### src/rtl/fp_int_pkg.sv
`default_nettype none
// +----------------------------------------------------------------------------+
// | Module   : fp_int_pkg                                                      |
// | Brief    : Shared states, exponent thresholds and helpers for fp_int_arb.  |
// | Revision : 1.0                                                              |
// +----------------------------------------------------------------------------+
package fp_int_pkg;

    typedef enum logic [2:0] {
        ST_IDLE  = 3'd0,
        ST_CLASS = 3'd1,
        ST_CONV  = 3'd2,
        ST_CAPT  = 3'd3,
        ST_RESP  = 3'd4
    } state_t;

    typedef enum logic [1:0] {
        CL_SAT    = 2'd0,
        CL_ZERO   = 2'd1,
        CL_DIRECT = 2'd2,
        CL_CONV   = 2'd3
    } fp_class_t;

    localparam logic [7:0]  C_EXP_ONE       = 8'd127;
    localparam logic [7:0]  C_EXP_DIRECT_LO = 8'd150;
    localparam logic [7:0]  C_EXP_DIRECT_HI = 8'd157;
    localparam logic [7:0]  C_EXP_SAT       = 8'd158;
    localparam logic [7:0]  C_EXP_INF       = 8'd255;

    localparam logic [31:0] C_SAT_POS = 32'h7FFF_FFFF;
    localparam logic [31:0] C_SAT_NEG = 32'h8000_0000;

    // Exponents 151..157 only need a left shift of the significand, so they
    // skip the shared converter entirely.
    function automatic fp_class_t fp_classify(input logic [7:0] exp);
        fp_class_t cls;
        if ((exp == C_EXP_INF) || (exp >= C_EXP_SAT)) begin
            cls = CL_SAT;
        end else if (exp < C_EXP_ONE) begin
            cls = CL_ZERO;
        end else if ((exp > C_EXP_DIRECT_LO) && (exp <= C_EXP_DIRECT_HI)) begin
            cls = CL_DIRECT;
        end else begin
            cls = CL_CONV;
        end
        return cls;
    endfunction

    function automatic logic [31:0] apply_sign(input logic neg, input logic [31:0] mag);
        return neg ? (~mag + 32'd1) : mag;
    endfunction

endpackage
`default_nettype wire

### src/rtl/rr_arb.sv
`default_nettype none
// +----------------------------------------------------------------------------+
// | Module   : rr_arb                                                          |
// | Brief    : Combinational round-robin picker: lowest request at/after ptr.  |
// | Revision : 1.0                                                              |
// +----------------------------------------------------------------------------+
module rr_arb #(
    parameter int N     = 4,
    parameter int PTR_W = 2
) (
    input  logic [N-1:0]     i_req,
    input  logic [PTR_W-1:0] i_ptr,
    output logic [N-1:0]     o_grant,
    output logic             o_valid
);

    localparam logic [N-1:0] C_ONE = N'(1);

    logic [N-1:0] w_below;
    logic [N-1:0] w_masked;
    logic [N-1:0] w_pick;

    // Requests at or above the pointer win first; otherwise wrap to the bottom.
    assign w_below  = (C_ONE << i_ptr) - C_ONE;
    assign w_masked = i_req & ~w_below;
    assign w_pick   = (|w_masked) ? w_masked : i_req;
    assign o_grant  = w_pick & (~w_pick + C_ONE);
    assign o_valid  = |i_req;

endmodule
`default_nettype wire

### src/rtl/fp_int_arb.sv
`default_nettype none
// +----------------------------------------------------------------------------+
// | Module   : fp_int_arb                                                      |
// | Brief    : Round-robin front end sharing one float->int magnitude          |
// |            converter between N_REQ requesters, with bypass classes.        |
// | Revision : 1.0                                                              |
// +----------------------------------------------------------------------------+
module fp_int_arb
    import fp_int_pkg::*;
#(
    parameter int N_REQ    = 4,
    parameter int CONV_LAT = 10
) (
    input  logic                                       clk_i,
    input  logic                                       rst_i,
    input  logic [N_REQ-1:0]                           req_valid_i,
    input  logic [32*N_REQ-1:0]                        req_data_i,
    output logic [N_REQ-1:0]                           req_ready_o,
    output logic                                       rsp_valid_o,
    input  logic                                       rsp_ready_i,
    output logic [((N_REQ > 1) ? $clog2(N_REQ) : 1)-1:0] rsp_id_o,
    output logic [31:0]                                rsp_data_o,
    output logic                                       rsp_sat_o,
    output logic                                       cvt_en_o,
    output logic [31:0]                                cvt_din_o,
    input  logic [31:0]                                cvt_dout_i,
    output logic                                       busy_o
);

    localparam int ID_W = (N_REQ > 1) ? $clog2(N_REQ) : 1;
    localparam logic [7:0] C_CNT_LAST = 8'(CONV_LAT - 1);

    state_t          r_state, w_state_nxt;
    logic [ID_W-1:0] r_ptr, w_ptr_nxt;
    logic [7:0]      r_cnt, w_cnt_nxt;
    logic [31:0]     r_operand, w_operand_nxt;
    logic [ID_W-1:0] r_id, w_id_nxt;
    logic [31:0]     r_result, w_result_nxt;
    logic            r_sat, w_sat_nxt;

    logic [N_REQ-1:0] w_grant;
    logic             w_gnt_valid;
    logic             w_accept;
    logic [ID_W-1:0]  w_grant_id;
    logic [31:0]      w_sel_data;
    logic [7:0]       w_exp;
    logic             w_sign;
    logic [31:0]      w_sig;
    logic [7:0]       w_shamt;

    rr_arb #(
        .N     (N_REQ),
        .PTR_W (ID_W)
    ) u_rr_arb (
        .i_req   (req_valid_i),
        .i_ptr   (r_ptr),
        .o_grant (w_grant),
        .o_valid (w_gnt_valid)
    );

    // Gating with rst_i keeps the accept strobe quiet while reset is held.
    assign w_accept = (r_state == ST_IDLE) && w_gnt_valid && rst_i;

    always_comb begin
        w_grant_id = '0;
        w_sel_data = '0;
        for (int i = 0; i < N_REQ; i++) begin
            if (w_grant[i]) begin
                w_grant_id = ID_W'(i);
                w_sel_data = req_data_i[32*i +: 32];
            end
        end
    end

    assign w_sign  = r_operand[31];
    assign w_exp   = r_operand[30:23];
    assign w_sig   = {8'h00, 1'b1, r_operand[22:0]};
    assign w_shamt = w_exp - C_EXP_DIRECT_LO;

    always_comb begin
        w_state_nxt   = r_state;
        w_ptr_nxt     = r_ptr;
        w_cnt_nxt     = r_cnt;
        w_operand_nxt = r_operand;
        w_id_nxt      = r_id;
        w_result_nxt  = r_result;
        w_sat_nxt     = r_sat;
        case (r_state)
            ST_IDLE: begin
                if (w_accept) begin
                    w_operand_nxt = w_sel_data;
                    w_id_nxt      = w_grant_id;
                    w_state_nxt   = ST_CLASS;
                end
            end
            ST_CLASS: begin
                case (fp_classify(w_exp))
                    CL_SAT: begin
                        w_result_nxt = w_sign ? C_SAT_NEG : C_SAT_POS;
                        w_sat_nxt    = 1'b1;
                        w_state_nxt  = ST_RESP;
                    end
                    CL_ZERO: begin
                        w_result_nxt = '0;
                        w_sat_nxt    = 1'b0;
                        w_state_nxt  = ST_RESP;
                    end
                    CL_DIRECT: begin
                        w_result_nxt = apply_sign(w_sign, w_sig << w_shamt);
                        w_sat_nxt    = 1'b0;
                        w_state_nxt  = ST_RESP;
                    end
                    default: begin
                        w_cnt_nxt   = '0;
                        w_state_nxt = ST_CONV;
                    end
                endcase
            end
            ST_CONV: begin
                if (r_cnt == C_CNT_LAST) begin
                    w_cnt_nxt   = '0;
                    w_state_nxt = ST_CAPT;
                end else begin
                    w_cnt_nxt = r_cnt + 8'd1;
                end
            end
            ST_CAPT: begin
                w_result_nxt = apply_sign(w_sign, cvt_dout_i);
                w_sat_nxt    = 1'b0;
                w_state_nxt  = ST_RESP;
            end
            ST_RESP: begin
                if (rsp_ready_i) begin
                    w_ptr_nxt   = (r_id == ID_W'(N_REQ - 1)) ? '0 : r_id + ID_W'(1);
                    w_state_nxt = ST_IDLE;
                end
            end
            default: begin
                w_state_nxt = ST_IDLE;
            end
        endcase
    end

    always_ff @(posedge clk_i or negedge rst_i) begin
        if (!rst_i) begin
            r_state   <= ST_IDLE;
            r_ptr     <= '0;
            r_cnt     <= '0;
            r_operand <= '0;
            r_id      <= '0;
            r_result  <= '0;
            r_sat     <= 1'b0;
        end else begin
            r_state   <= w_state_nxt;
            r_ptr     <= w_ptr_nxt;
            r_cnt     <= w_cnt_nxt;
            r_operand <= w_operand_nxt;
            r_id      <= w_id_nxt;
            r_result  <= w_result_nxt;
            r_sat     <= w_sat_nxt;
        end
    end

    // Every output decodes straight from the state register, so reset clears them at once.
    assign req_ready_o = w_accept ? w_grant : '0;
    assign busy_o      = (r_state != ST_IDLE);
    assign cvt_en_o    = (r_state == ST_CONV);
    assign cvt_din_o   = cvt_en_o ? r_operand : '0;
    assign rsp_valid_o = (r_state == ST_RESP);
    assign rsp_data_o  = rsp_valid_o ? r_result : '0;
    assign rsp_id_o    = rsp_valid_o ? r_id : '0;
    assign rsp_sat_o   = rsp_valid_o & r_sat;

endmodule
`default_nettype wire

### config.mk
export PLATFORM = sky130hd
export DESIGN_NAME = fp_int_arb
export DESIGN_NICKNAME = d
export VERILOG_FILES = /design/src/rtl/fp_int_pkg.sv /design/src/rtl/rr_arb.sv /design/src/rtl/fp_int_arb.sv
export SDC_FILE = /design/constraint.sdc
export NUM_CORES = 1
export LEC_CHECK = 0
export CAP_MARGIN = 20
export CORE_MARGIN = 2
export CORE_UTILIZATION = 40
export DETAILED_ROUTE_END_ITERATION = 16
export MAX_ROUTING_LAYER = met4
export PLACE_DENSITY = 0.68
export SLEW_MARGIN = 20
export SYNTH_ARGS = -nofsm -noshare
export SYNTH_HDL_FRONTEND = slang
export SYNTH_SLANG_ARGS = --single-unit
### constraint.sdc
create_clock -name clk_i -period 5.4 [get_ports clk_i]
set_clock_uncertainty 0.05 [all_clocks]
set_input_delay 0.81 -clock clk_i [delete_from_list [all_inputs] [get_ports clk_i]]
set_output_delay 0.81 -clock clk_i [all_outputs]
set_load 0.02 [all_outputs]
== Word-level counts from Yosys, hierarchy flattened ==
Cells that the tools add are included.

* $add $sub $neg: 7
* Order comparisons: 4
* Equality and inequality tests: 15
* Shift operators: 2
* Mux-type cells: 32
* Bitwise gates (word level): 7
* Reductions and logical operators: 19

{| class="wikitable"
|+ Operators with widths
! cell !! number
|-
| two-way mux 32 bit || 9
|-
| case mux 32 bit (3 select lines) || 1
|-
| adder 32 x 1 -> 32 bit (second input constant) || 2
|-
| NOT 32 bit || 2
|-
| case mux 32 bit (2 select lines) || 1
|-
| left shift 24 x 8 -> 32 bit || 1
|-
| two-way mux 8 bit || 2
|-
| case mux 8 bit (2 select lines) || 1
|-
| case mux 3 bit (5 select lines) || 1
|-
| two-way mux 2 bit || 7
|-
| two-way mux 3 bit || 4
|-
| AND reduction 2 bit || 5
|-
| adder 8 x 1 -> 8 bit (second input constant) || 1
|-
| bitwise AND 4 bit || 2
|-
| equality test 8 x 4 -> 1 bit (second input constant) || 1
|-
| equality test 8 bit (second input constant) || 1
|-
| greater-or-equal comparator 8 bit (second input constant) || 1
|-
| > comparator 8 bit (second input constant) || 1
|-
| less-or-equal comparator 8 bit (second input constant) || 1
|-
| < comparator 8 x 7 -> 1 bit (second input constant) || 1
|-
| two-way mux 4 bit || 2
|-
| NOT 4 bit || 2
|-
| OR reduction 4 bit || 2
|-
| subtractor 8 bit (second input constant) || 1
|-
| 25 further kinds || 34
|}

* Register bits: 80
* Input bits: 167
* Output and inout bits: 74

== Longest topological paths before layout ==
Gate-level depths: netlist of run 1.

* Depth in word-level cells: 13
* Depth in mapped cells: 20
* Mapped depth without buffers: 14

== Hierarchy ==
From an unflattened synthesis of run 1, not the netlist that was laid out.

* Cells, all modules: 1,201
* Area, all modules: 9,108.7 µm²

{| class="wikitable"
|+ Modules (own cells, without submodules)
! module !! times used !! cells each !! area each (µm²) !! sequential area each (µm²)
|-
| fp_int_arb || 1 || 1,183 || 9,006.1 || 2,001.9
|-
| rr_arb || 1 || 18 || 102.6 || 0.0
|}

== Worst setup path after synthesis of run 1 ==
No wires, ideal clock.

* Path type: register to register
* Start: register r_operand[25]
* End: register r_result[31]
* Arrival time: 3.622 ns
* Required time: 5.216 ns
* Slack: 1.595 ns
* Cell stages (with the launch flop): 14
* Buffers on the path: 2
* Cell sequence: dfrtp_1 ha_1 buf_6 buf_8 mux4_2 mux2i_4 a21oi_2 o41ai_2 o221ai_2 or3b_4 nor4_4 a311oi_1 a2111oi_0 o21ai_1

* Word-level cells in the longest chain between the ends: 9

{| class="wikitable"
|+ RTL lines
! item !! line !! RTL
|-
| start, declared || fp_int_arb.sv:36 || <nowiki>logic [31:0] r_operand, w_operand_nxt;</nowiki>
|-
| start signal, assigned || fp_int_arb.sv:157 || <nowiki>r_operand <= w_operand_nxt;</nowiki>
|-
| branches (longest 9 deep; another with adder 32 x 1 -> 32 bit) || n/a ||
|-
| end signal, assigned || fp_int_arb.sv:159 || <nowiki>r_result <= w_result_nxt;</nowiki>
|-
| end, declared || fp_int_arb.sv:38 || <nowiki>logic [31:0] r_result, w_result_nxt;</nowiki>
|}

Several ways; the timed one is not identified. The select of a mux whose other input is x is not followed.
A chain may end at the register's enable or synchronous reset.

== Worst setup path after layout of run 1 ==
* Start: register r_operand[24]
* End: register r_result[31]

Same word-level chain as after synthesis.

==> impl_metrics.env, run 1 <==
export IMPL_peakVddDrop_mv=0.331
export IMPL_grt_overflow=0
export IMPL_end_kind="register"
export IMPL_worst_pin_slew_ns=1.00
export IMPL_rows=55
export IMPL_status="finished clean"
export IMPL_cts_setup_buffers=0
export IMPL_fin_crit_ns=4.87
export IMPL_layout_setup_ws_ns=0.531
export IMPL_rsz0062_at_grt="no"
export IMPL_fmax_mhz=205
export IMPL_ctsHoldBuffers=0
export IMPL_num_antenna_cells=0
export IMPL_hold_class="input port to async pin"
export IMPL_port_buffers=240
export IMPL_switching_share=0.542
export IMPL_synthArstFlopShare=1.00
export IMPL_p_int_mw=3.91
export IMPL_total_power_mw=8.53
export IMPL_wl_um=34500
export IMPL_vias_per_cell=6.14
export IMPL_maxCapViolCount=0
export IMPL_setup_viol_count_final=0
export IMPL_synth_edf_count=0
export IMPL_final_antenna_net_count=0
export IMPL_finalHoldViolations=0
export IMPL_fin_nets=1547
export IMPL_cts_buffers=9
export IMPL_placed_cell_area_um2=11800
export IMPL_vias=10191
export IMPL_r2r_cells=11
export IMPL_reg2reg_to="r_result[31]"
export IMPL_final_area_um2=12100
export IMPL_hold_slack_ns=0.404
export IMPL_pwr_share_seq=0.157
export IMPL_synth_ff_type="dfrtp_1"
export IMPL_dpl_worst_slack_ns=0.612
export IMPL_gp_congestion=1.00
export IMPL_yosys_warnings=0
export IMPL_synth_area_um2=9160
export IMPL_core_area_um2=22600
export IMPL_antenna_found_initial=0
export IMPL_p_clk_frac=0.085
export IMPL_syn_nets=1368
export IMPL_crit_arrival_ns=5.06
export IMPL_routedWlPerCell_um=20.7
export IMPL_postSynthAreaPerCell_um2=7.68
export IMPL_dp_hpwl_um=26100
export IMPL_cp_max_fo=31
export IMPL_setup_tns_ns=0
export IMPL_die_width_um=155
export IMPL_htreeDepth=3
export IMPL_critPathKind="register to register"
export IMPL_die_area_um2=24100
export IMPL_drtPass1Iterations=5
export IMPL_postSynthCellCount=1192
export IMPL_grt_max_degree=71
export IMPL_p_leak_nw=4.67
export IMPL_cts_tree="done"
export IMPL_dieHeight_um=155
export IMPL_clock_path_buffers=2
export IMPL_power_density_nw_per_um2=704
export IMPL_area_growth_pct=32.1
export IMPL_r2r_start="r_operand[24]"
export IMPL_grt_use_total=0.291
export IMPL_rrSetupSlack_ns=0.53
export IMPL_synth_seq_cells=80
export IMPL_grt_pass1_wl_um=54300
export IMPL_clkTransAtPathRegs_ns=0.07
export IMPL_startpoint_type="register"
export IMPL_clock_sinks=80
export IMPL_drc=0
export IMPL_power_frac_comb=0.757
export IMPL_slew_headroom=0.322
export IMPL_drive_above_1_share=0.0938
export IMPL_grt_pass1_vias=9728
export IMPL_post_cts_resize_count=0
export IMPL_clock_latency_ns=0.37
export IMPL_power_switching_mw=4.62
export IMPL_fin_crit_sh=0.902
export IMPL_crit_required_ns=5.59
export IMPL_initial_core_util=0.406
export IMPL_yosysSeqAreaShare=0.219
export IMPL_ioPinCount=241
export IMPL_first_iter_violations=988
export IMPL_cts_root_buffer="clkbuf_16"
export IMPL_synth_cell_type_count=89
export IMPL_maxSlewViolCount=0
## worst max-delay path by stage
stage                             start           end  slack, ns  depth (start not counted)
after floorplan           r_operand[25]  r_result[31]       1.59                         13
after global placement    r_operand[24]  r_result[31]       0.78                         11
after detailed placement  r_operand[24]  r_result[31]       0.61                         11
after CTS                 r_operand[24]  r_result[31]       0.58                         11
after global routing      r_operand[24]  r_result[31]       0.23                         11
final                     r_operand[24]  r_result[31]       0.53                         11
## power groups by stage
stage	Combinational, mW	Clock [mW]	Sequential, mW
floorplan	4.79	0	1.02
detailed placement	6.31	0	1.34
global route	6.98	0.755	1.39
global placement	6.29	0	1.33
finish	6.46	0.729	1.34
CTS	6.34	0.731	1.33
## worst max-delay path, cell delays in order (launching register included)
cell and delay, ns:
dfrtp_2 0.40, ha_2 0.81, mux4_2 0.64, mux2i_2 0.30, a21oi_1 0.10, o31ai_2 0.48, o2111ai_1 0.30, or3b_4 0.49
nor4_4 0.41, a311oi_1 0.15, a2111oi_0 0.47, o21ai_1 0.13
## synth_stat cells, drive strengths merged (4+ instances only)
master	number	area [µm²]
a211o	4	35.0
a211oi	14	110
a21oi	61	309
a221oi	7	61.3
a222oi	32	320
a22oi	9	67.6
a31oi	39	244
and2	49	307
and3	41	257
buf	25	160
clkbuf	83	312
dfrtp	80	2000
ha	9	113
inv	14	52.6
mux2	17	191
mux2i	33	347
mux4	26	597
nand2	139	522
nand2b	14	90.1
nand3	26	130
nand3b	6	45.0
nand4	7	43.8
nor2	121	454
nor2b	13	81.3
nor3	19	95.1
nor3b	5	37.5
nor4	11	83.8
o211ai	10	75.1
o21a	7	52.6
o21ai	97	485
o221ai	5	50.0
o22ai	12	75.1
o31a	4	35.0
o31ai	26	214
o32ai	5	43.8
o41ai	7	68.8
or2	5	31.3
or3	7	43.8
or4	4	30.0
xnor2	28	245
xor2	14	123
## cells in the final DEF (no fill, tap or decap), types with 10 or more instances in the layout
cell type        netlist  final
mux4_2                23     23
and3_1                41     41
buf_4                  4     37
clkdlybuf4s50_1        0    239
inv_1                 13     13
nor2_1               121    119
o211ai_1              10     10
o31ai_1               24     23
nand2b_1              13     13
o21ai_0               93     93
a31oi_1               39     39
a222oi_1              32     32
nor3_1                19     19
nor2b_1               13     13
a21oi_1               60     60
mux2_2                17     17
dfrtp_1               80     77
o22ai_1               12     12
and2_1                49     48
a211oi_1              13     13
xor2_1                14     14
xnor2_1               28     27
nor4_1                10     10
mux2i_1               31     31
nand3_1               26     26
nand2_1              139    139
## cell type report
type | instances | area, µm²
well taps | 285 | 357
multi-input cells | 988 | 6680
repair buffers | 276 | 2670
inverters | 16 | 60.1
fillers | 2220 | 10500
clock inverters | 7 | 108
flip-flops and latches | 80 | 2010
clock buffers | 9 | 225
## metal layers
metal	vias up	global-route usage	wire, µm
met5	-	-	0
met4	0	0.105	989
met3	71	0.0401	2100
met2	460	0.455	15900
met1	4794	0.387	15400
li1	4866	-	-
## kinds of logic (layout without fill, tap and decap cells)
logic type,after synthesis,in the layout,share of synthesized area
multiplexers,76,76,0.124
XOR/XNOR,42,42,0.0402
adder cells (fa/ha/maj),9,9,0.0123
buffers and inverters,124,308,0.0581
AO/OA/AOI/OAI,378,378,0.284
AND/OR/NAND/NOR,483,483,0.263
flip-flops,80,80,0.219
## through the flow
| step | util | cells |
|---|---|---|
| after global placement | 0.521 | 1645 |
| final | 0.536 | 1661 |
| after floorplan | - | 1192 |
| after CTS | 0.536 | 1661 |
| after global routing | 0.536 | 1661 |
| after detailed placement | 0.521 | 1645 |
## state kept, by name, summed over array words and instances, names as in the netlist
register   count
r_ptr          2
r_state        3
r_id           2
r_cnt          8
r_result      32
r_operand     32
r_sat          1
Note: power is estimated with default switching activity, not from simulation.
==> run 2, diff against run 1 <==
--- a/config.mk
+++ b/config.mk
@@ -9,4 +9,5 @@
 export CORE_MARGIN = 2
 export CORE_UTILIZATION = 40
+export CTS_CLUSTER_DIAMETER = 50
 export DETAILED_ROUTE_END_ITERATION = 16
 export MAX_ROUTING_LAYER = met4
==> constraint.sdc (replaced) <==
create_clock -name clk_i -period 5.4 [get_ports clk_i]
set_clock_uncertainty 0.05 [all_clocks]
set_input_delay 1.08 -clock clk_i [delete_from_list [all_inputs] [get_ports clk_i]]
set_output_delay 1.08 -clock clk_i [all_outputs]
set_load 0.02 [all_outputs]
==> impl_metrics.env, run 2 (synthesis gave the netlist of run 1 again) <==
export IMPL_area_growth_pct=31.5
export IMPL_path_buf_inv=1
export IMPL_multi_input_area_um2=6670
export IMPL_mostFrequentLayoutCell="clkdlybuf4s50_1"
export IMPL_cts_buffers=9
export IMPL_total_power_mw=8.36
export IMPL_critPathKind="register to register"
export IMPL_startpoint_type="register"
export IMPL_grt_max_degree=71
export IMPL_setup_tns_ns=0
export IMPL_cp_cell_sequence="ha_2 > buf_4 > mux4_2 > mux2i_2 > a21oi_1 > o31ai_2 > o2111ai_1 > or3b_4 > nor4_4 > a311oi_1 > a2111oi_0 > o21ai_1"
export IMPL_clock_latency_ns=0.36
export IMPL_rrSetupSlack_ns=0.61
export IMPL_top_regs="r_operand x32, r_result x32, r_cnt x8"
export IMPL_met1_length_um=14900
export IMPL_ioPinCount=241
export IMPL_end_kind="register"
export IMPL_drtPass1Iterations=6
export IMPL_clkTransAtPathRegs_ns=0.07
export IMPL_reg2reg_to="r_result[31]"
export IMPL_grt_pass1_vias=9660
export IMPL_max_stage_delay_ns=0.76
export IMPL_setup_viol_count_final=0
export IMPL_maxSlewViolCount=0
export IMPL_vias_per_cell=6.10
export IMPL_grt_use_total=0.282
export IMPL_finalHoldViolations=0
export IMPL_ctsHoldBuffers=0
export IMPL_num_antenna_cells=0
export IMPL_power_density_nw_per_um2=694
export IMPL_die_area_um2=24100
export IMPL_top_layer_used="met4"
export IMPL_htreeDepth=3
export IMPL_rsz0062_at_grt="no"
export IMPL_drc=0
export IMPL_dieHeight_um=155
export IMPL_die_width_um=155
export IMPL_clock_sinks=80
export IMPL_status="finished clean"
export IMPL_min_path_cells=2
export IMPL_grt_overflow=0
export IMPL_worst_pin_slew_ns=0.923
export IMPL_vias=10110
export IMPL_fin_crit_sh=0.886
export IMPL_peakVddDrop_mv=0.346
export IMPL_drive_above_1_share=0.0904
export IMPL_fin_nets=1543
export IMPL_routedWlPerCell_um=20.1
export IMPL_gp_congestion=0.969
export IMPL_placed_cell_area_um2=11700
export IMPL_crit_required_ns=5.58
export IMPL_hold_class="register to register"
export IMPL_nFillCells=2142
export IMPL_cp_max_fo=31
export IMPL_grt_pass1_wl_um=53100
export IMPL_layout_cells_most_common_list="239 x clkdlybuf4s50_1, 139 x nand2_1, 119 x nor2_1"
export IMPL_final_cells=1657
export IMPL_hold_slack_ns=0.416
export IMPL_slowest_stage="ha_2"
export IMPL_r2r_cells=12
export IMPL_port_buffers=240
export IMPL_cts_root_buffer="clkbuf_16"
export IMPL_cts_tree="done"
export IMPL_slew_headroom=0.376
export IMPL_r2r_start="r_operand[24]"
export IMPL_fin_crit_ns=4.79
export IMPL_final_area_um2=12000
export IMPL_rows=55
export IMPL_clock_path_buffers=2
export IMPL_final_antenna_net_count=0
export IMPL_antenna_found_initial=0
export IMPL_post_cts_resize_count=0
export IMPL_p_leak_nw=4.63
export IMPL_placed_cells=1640
export IMPL_cpLargestDelayFamily="compound AO/OA/AOI/OAI gates"
export IMPL_maxCapViolCount=0
export IMPL_core_area_um2=22600
export IMPL_seq_area_um2=2010
export IMPL_initial_core_util=0.406
export IMPL_fmax_mhz=209
export IMPL_cts_setup_buffers=0
export IMPL_hold_path_endpoint="r_result[16]"
export IMPL_hold_start="r_result[16]"
export IMPL_wl_met3_um=2360
export IMPL_first_iter_violations=1199
export IMPL_routed_wl_met2_um=15400
export IMPL_dp_hpwl_um=25100
export IMPL_crit_arrival_ns=4.97
export IMPL_wl_um=33200
run 2: cell count changes in the layout (fill, tap and decap cells not counted), sizes merged:
cell,previous run,this run
buf,37,33
bufinv,2,1
clkinv,2,3
run 2: worst min-delay path: stages (launching register included):
cell and delay (ns):
dfrtp_1 0.33, nand2_1 0.05, o31ai_1 0.05
run 2: where the power goes:
part	leakage (nW)	internal [mW]	switching, mW	total (mW)
sequential	0.984	0.842	0.424	1.27
clock	0.149	0.368	0.296	0.664
combinational	3.50	2.61	3.82	6.43
run 2: stage by stage:
stage / worst slack (ns) / util
floorplan: 1.46 / -
global placement: 0.717 / 0.519
detailed placement: 0.709 / 0.519
CTS: 0.687 / 0.533
global route: 0.366 / 0.534
finish: 0.614 / 0.534
run 2: routing by layer:
layer | vias to the layer above | global-route usage
met1 | 4762 | 0.380
met3 | 37 | 0.0382
li1 | 4856 | -
met5 | - | -
met4 | 0 | 0.0638
met2 | 455 | 0.454
run 2: cell type report:
type	count	area share
multi-input cells	988	0.554
repair buffers	272	0.220
flip-flops and latches	80	0.167
well taps	285	0.0296
clock buffers	9	0.0187
clock inverters	7	0.00696
inverters	16	0.00499
run 2: how the worst max path moves through the flow:
stage | from | endpoint | slack (ns) | cells after the start
6_report | r_operand[24] | r_result[31] | 0.61 | 12
5_1_grt | r_operand[24] | r_result[31] | 0.37 | 12
4_1_cts | r_operand[24] | r_result[31] | 0.69 | 12
3_5_place_dp | r_operand[24] | r_result[31] | 0.71 | 12
3_3_place_gp | cvt_dout_i[12] | r_result[21] | 0.72 | 11
2_1_floorplan | cvt_dout_i[14] | r_result[21] | 1.46 | 10
==> run 3, diff against run 2 <==
- CAP_MARGIN: 20 -> unset
- SLEW_MARGIN: 20 -> unset
==> impl_metrics.env, run 3 (synthesis gave the netlist of run 1 again) <==
export IMPL_max_stage_delay_ns=0.76
export IMPL_peakVddDrop_mv=0.346
export IMPL_routedWlPerCell_um=20.1
export IMPL_clkTransAtPathRegs_ns=0.07
export IMPL_final_cells=1656
export IMPL_vias=10123
export IMPL_cts_root_buffer="clkbuf_16"
export IMPL_worst_pin_slew_ns=1.18
export IMPL_ioPinCount=241
export IMPL_port_buffers=240
export IMPL_dpl_worst_slack_ns=0.709
export IMPL_mostFrequentLayoutCell="clkdlybuf4s50_1"
export IMPL_ctsHoldBuffers=0
export IMPL_cp_max_fo=31
export IMPL_wl_met3_um=2350
export IMPL_placed_cells=1640
export IMPL_crit_required_ns=5.58
export IMPL_cts_tree="done"
export IMPL_gp_congestion=0.969
export IMPL_final_antenna_net_count=0
export IMPL_power_density_nw_per_um2=694
export IMPL_final_core_util=0.533
export IMPL_grt_pass1_vias=9660
export IMPL_cp_cell_sequence="ha_2 > buf_4 > mux4_2 > mux2i_2 > a21oi_1 > o31ai_2 > o2111ai_1 > or3b_4 > nor4_4 > a311oi_1 > a2111oi_0 > o21ai_1"
export IMPL_post_cts_resize_count=0
export IMPL_layout_setup_ws_ns=0.630
export IMPL_clock_sinks=80
export IMPL_r2r_cells=12
export IMPL_dp_hpwl_um=25100
export IMPL_critPathKind="register to register"
export IMPL_maxCapViolCount=0
export IMPL_p_leak_nw=4.62
export IMPL_initial_core_util=0.406
export IMPL_setup_viol_count_final=0
export IMPL_clock_latency_ns=0.36
export IMPL_maxSlewViolCount=0
export IMPL_slew_headroom=0.211
export IMPL_fmax_mhz=210
export IMPL_hold_class="register to register"
export IMPL_drive_above_1_share=0.0890
export IMPL_htreeDepth=3
export IMPL_area_growth_pct=31.3
export IMPL_grt_max_degree=71
export IMPL_path_buf_inv=1
export IMPL_drtPass1Iterations=6
export IMPL_fin_crit_ns=4.77
export IMPL_first_iter_violations=1255
export IMPL_die_area_um2=24100
export IMPL_num_antenna_cells=0
export IMPL_cpLargestDelayFamily="compound AO/OA/AOI/OAI gates"
export IMPL_clock_path_buffers=2
export IMPL_hold_slack_ns=0.415
export IMPL_grt_use_total=0.282
export IMPL_grt_overflow=0
export IMPL_startpoint_type="register"
export IMPL_placed_cell_area_um2=11700
export IMPL_die_width_um=155
export IMPL_final_area_um2=12000
export IMPL_total_power_mw=8.35
export IMPL_fin_nets=1542
export IMPL_grt_pass1_wl_um=53100
export IMPL_vias_per_cell=6.11
export IMPL_rows=55
export IMPL_fin_crit_sh=0.883
export IMPL_rsz0062_at_grt="no"
export IMPL_end_kind="register"
export IMPL_top_regs="r_operand x32, r_result x32, r_cnt x8"
export IMPL_slowest_stage="ha_2"
export IMPL_layout_cells_most_common_list="239 x clkdlybuf4s50_1, 139 x nand2_1, 119 x nor2_1"
export IMPL_antenna_found_initial=0
export IMPL_core_area_um2=22600
export IMPL_top_layer_used="met4"
export IMPL_cts_buffers=9
export IMPL_dieHeight_um=155
export IMPL_drc=0
export IMPL_cts_setup_buffers=0
export IMPL_finalHoldViolations=0
export IMPL_nFillCells=2143
export IMPL_setup_tns_ns=0
export IMPL_min_path_cells=2
export IMPL_crit_cells=12
export IMPL_met1_length_um=14900
export IMPL_routed_wl_met2_um=15400
export IMPL_status="finished clean"
export IMPL_wl_um=33300
export IMPL_crit_arrival_ns=4.95
## run 3: worst paths after layout
| path | from | to | slack, ns |
|---|---|---|---|
| worst max-delay path | r_operand[24] | r_result[31] | 0.63 |
| worst min-delay path | r_result[16] | r_result[16] | 0.42 |
| worst max register to register | r_operand[24] | r_result[31] | 0.63 |
| worst min register to register | r_result[16] | r_result[16] | 0.42 |
| max in group asynchronous | rst_i | r_operand[24] | 3.67 |
| min in group asynchronous | rst_i | r_cnt[5] | 0.66 |
## run 3: power by group
| group | total (mW) | switching (mW) | internal [mW] |
|---|---|---|---|
| clock network | 0.665 | 0.297 | 0.368 |
| logic | 6.41 | 3.81 | 2.61 |
| registers | 1.27 | 0.424 | 0.842 |
| total | 8.35 | 4.53 | 3.82 |
## run 3: routing by layer
metal,up-vias,global-route usage
met4,0,0.0638
met5,-,-
li1,4852,-
met2,461,0.454
met1,4766,0.380
met3,44,0.0382
## run 3: worst register-to-register path: stages (launching register included)
cell and delay, ns:
dfrtp_2 0.40, ha_2 0.76, buf_4 0.33, mux4_2 0.36, mux2i_2 0.27, a21oi_1 0.09
o31ai_2 0.52, o2111ai_1 0.30, or3b_4 0.49, nor4_4 0.40, a311oi_1 0.14, a2111oi_0 0.41
o21ai_1 0.13
## run 3: final cells by class
class	count	area [µm²]	share of cell area
multi-input combinational	988	6660	0.554
timing repair buffer	271	2630	0.219
sequential	80	2010	0.167
tap	285	357	0.0297
clock buffer	9	225	0.0187
clock inverter	7	83.8	0.00697
inverter	16	60.1	0.00499
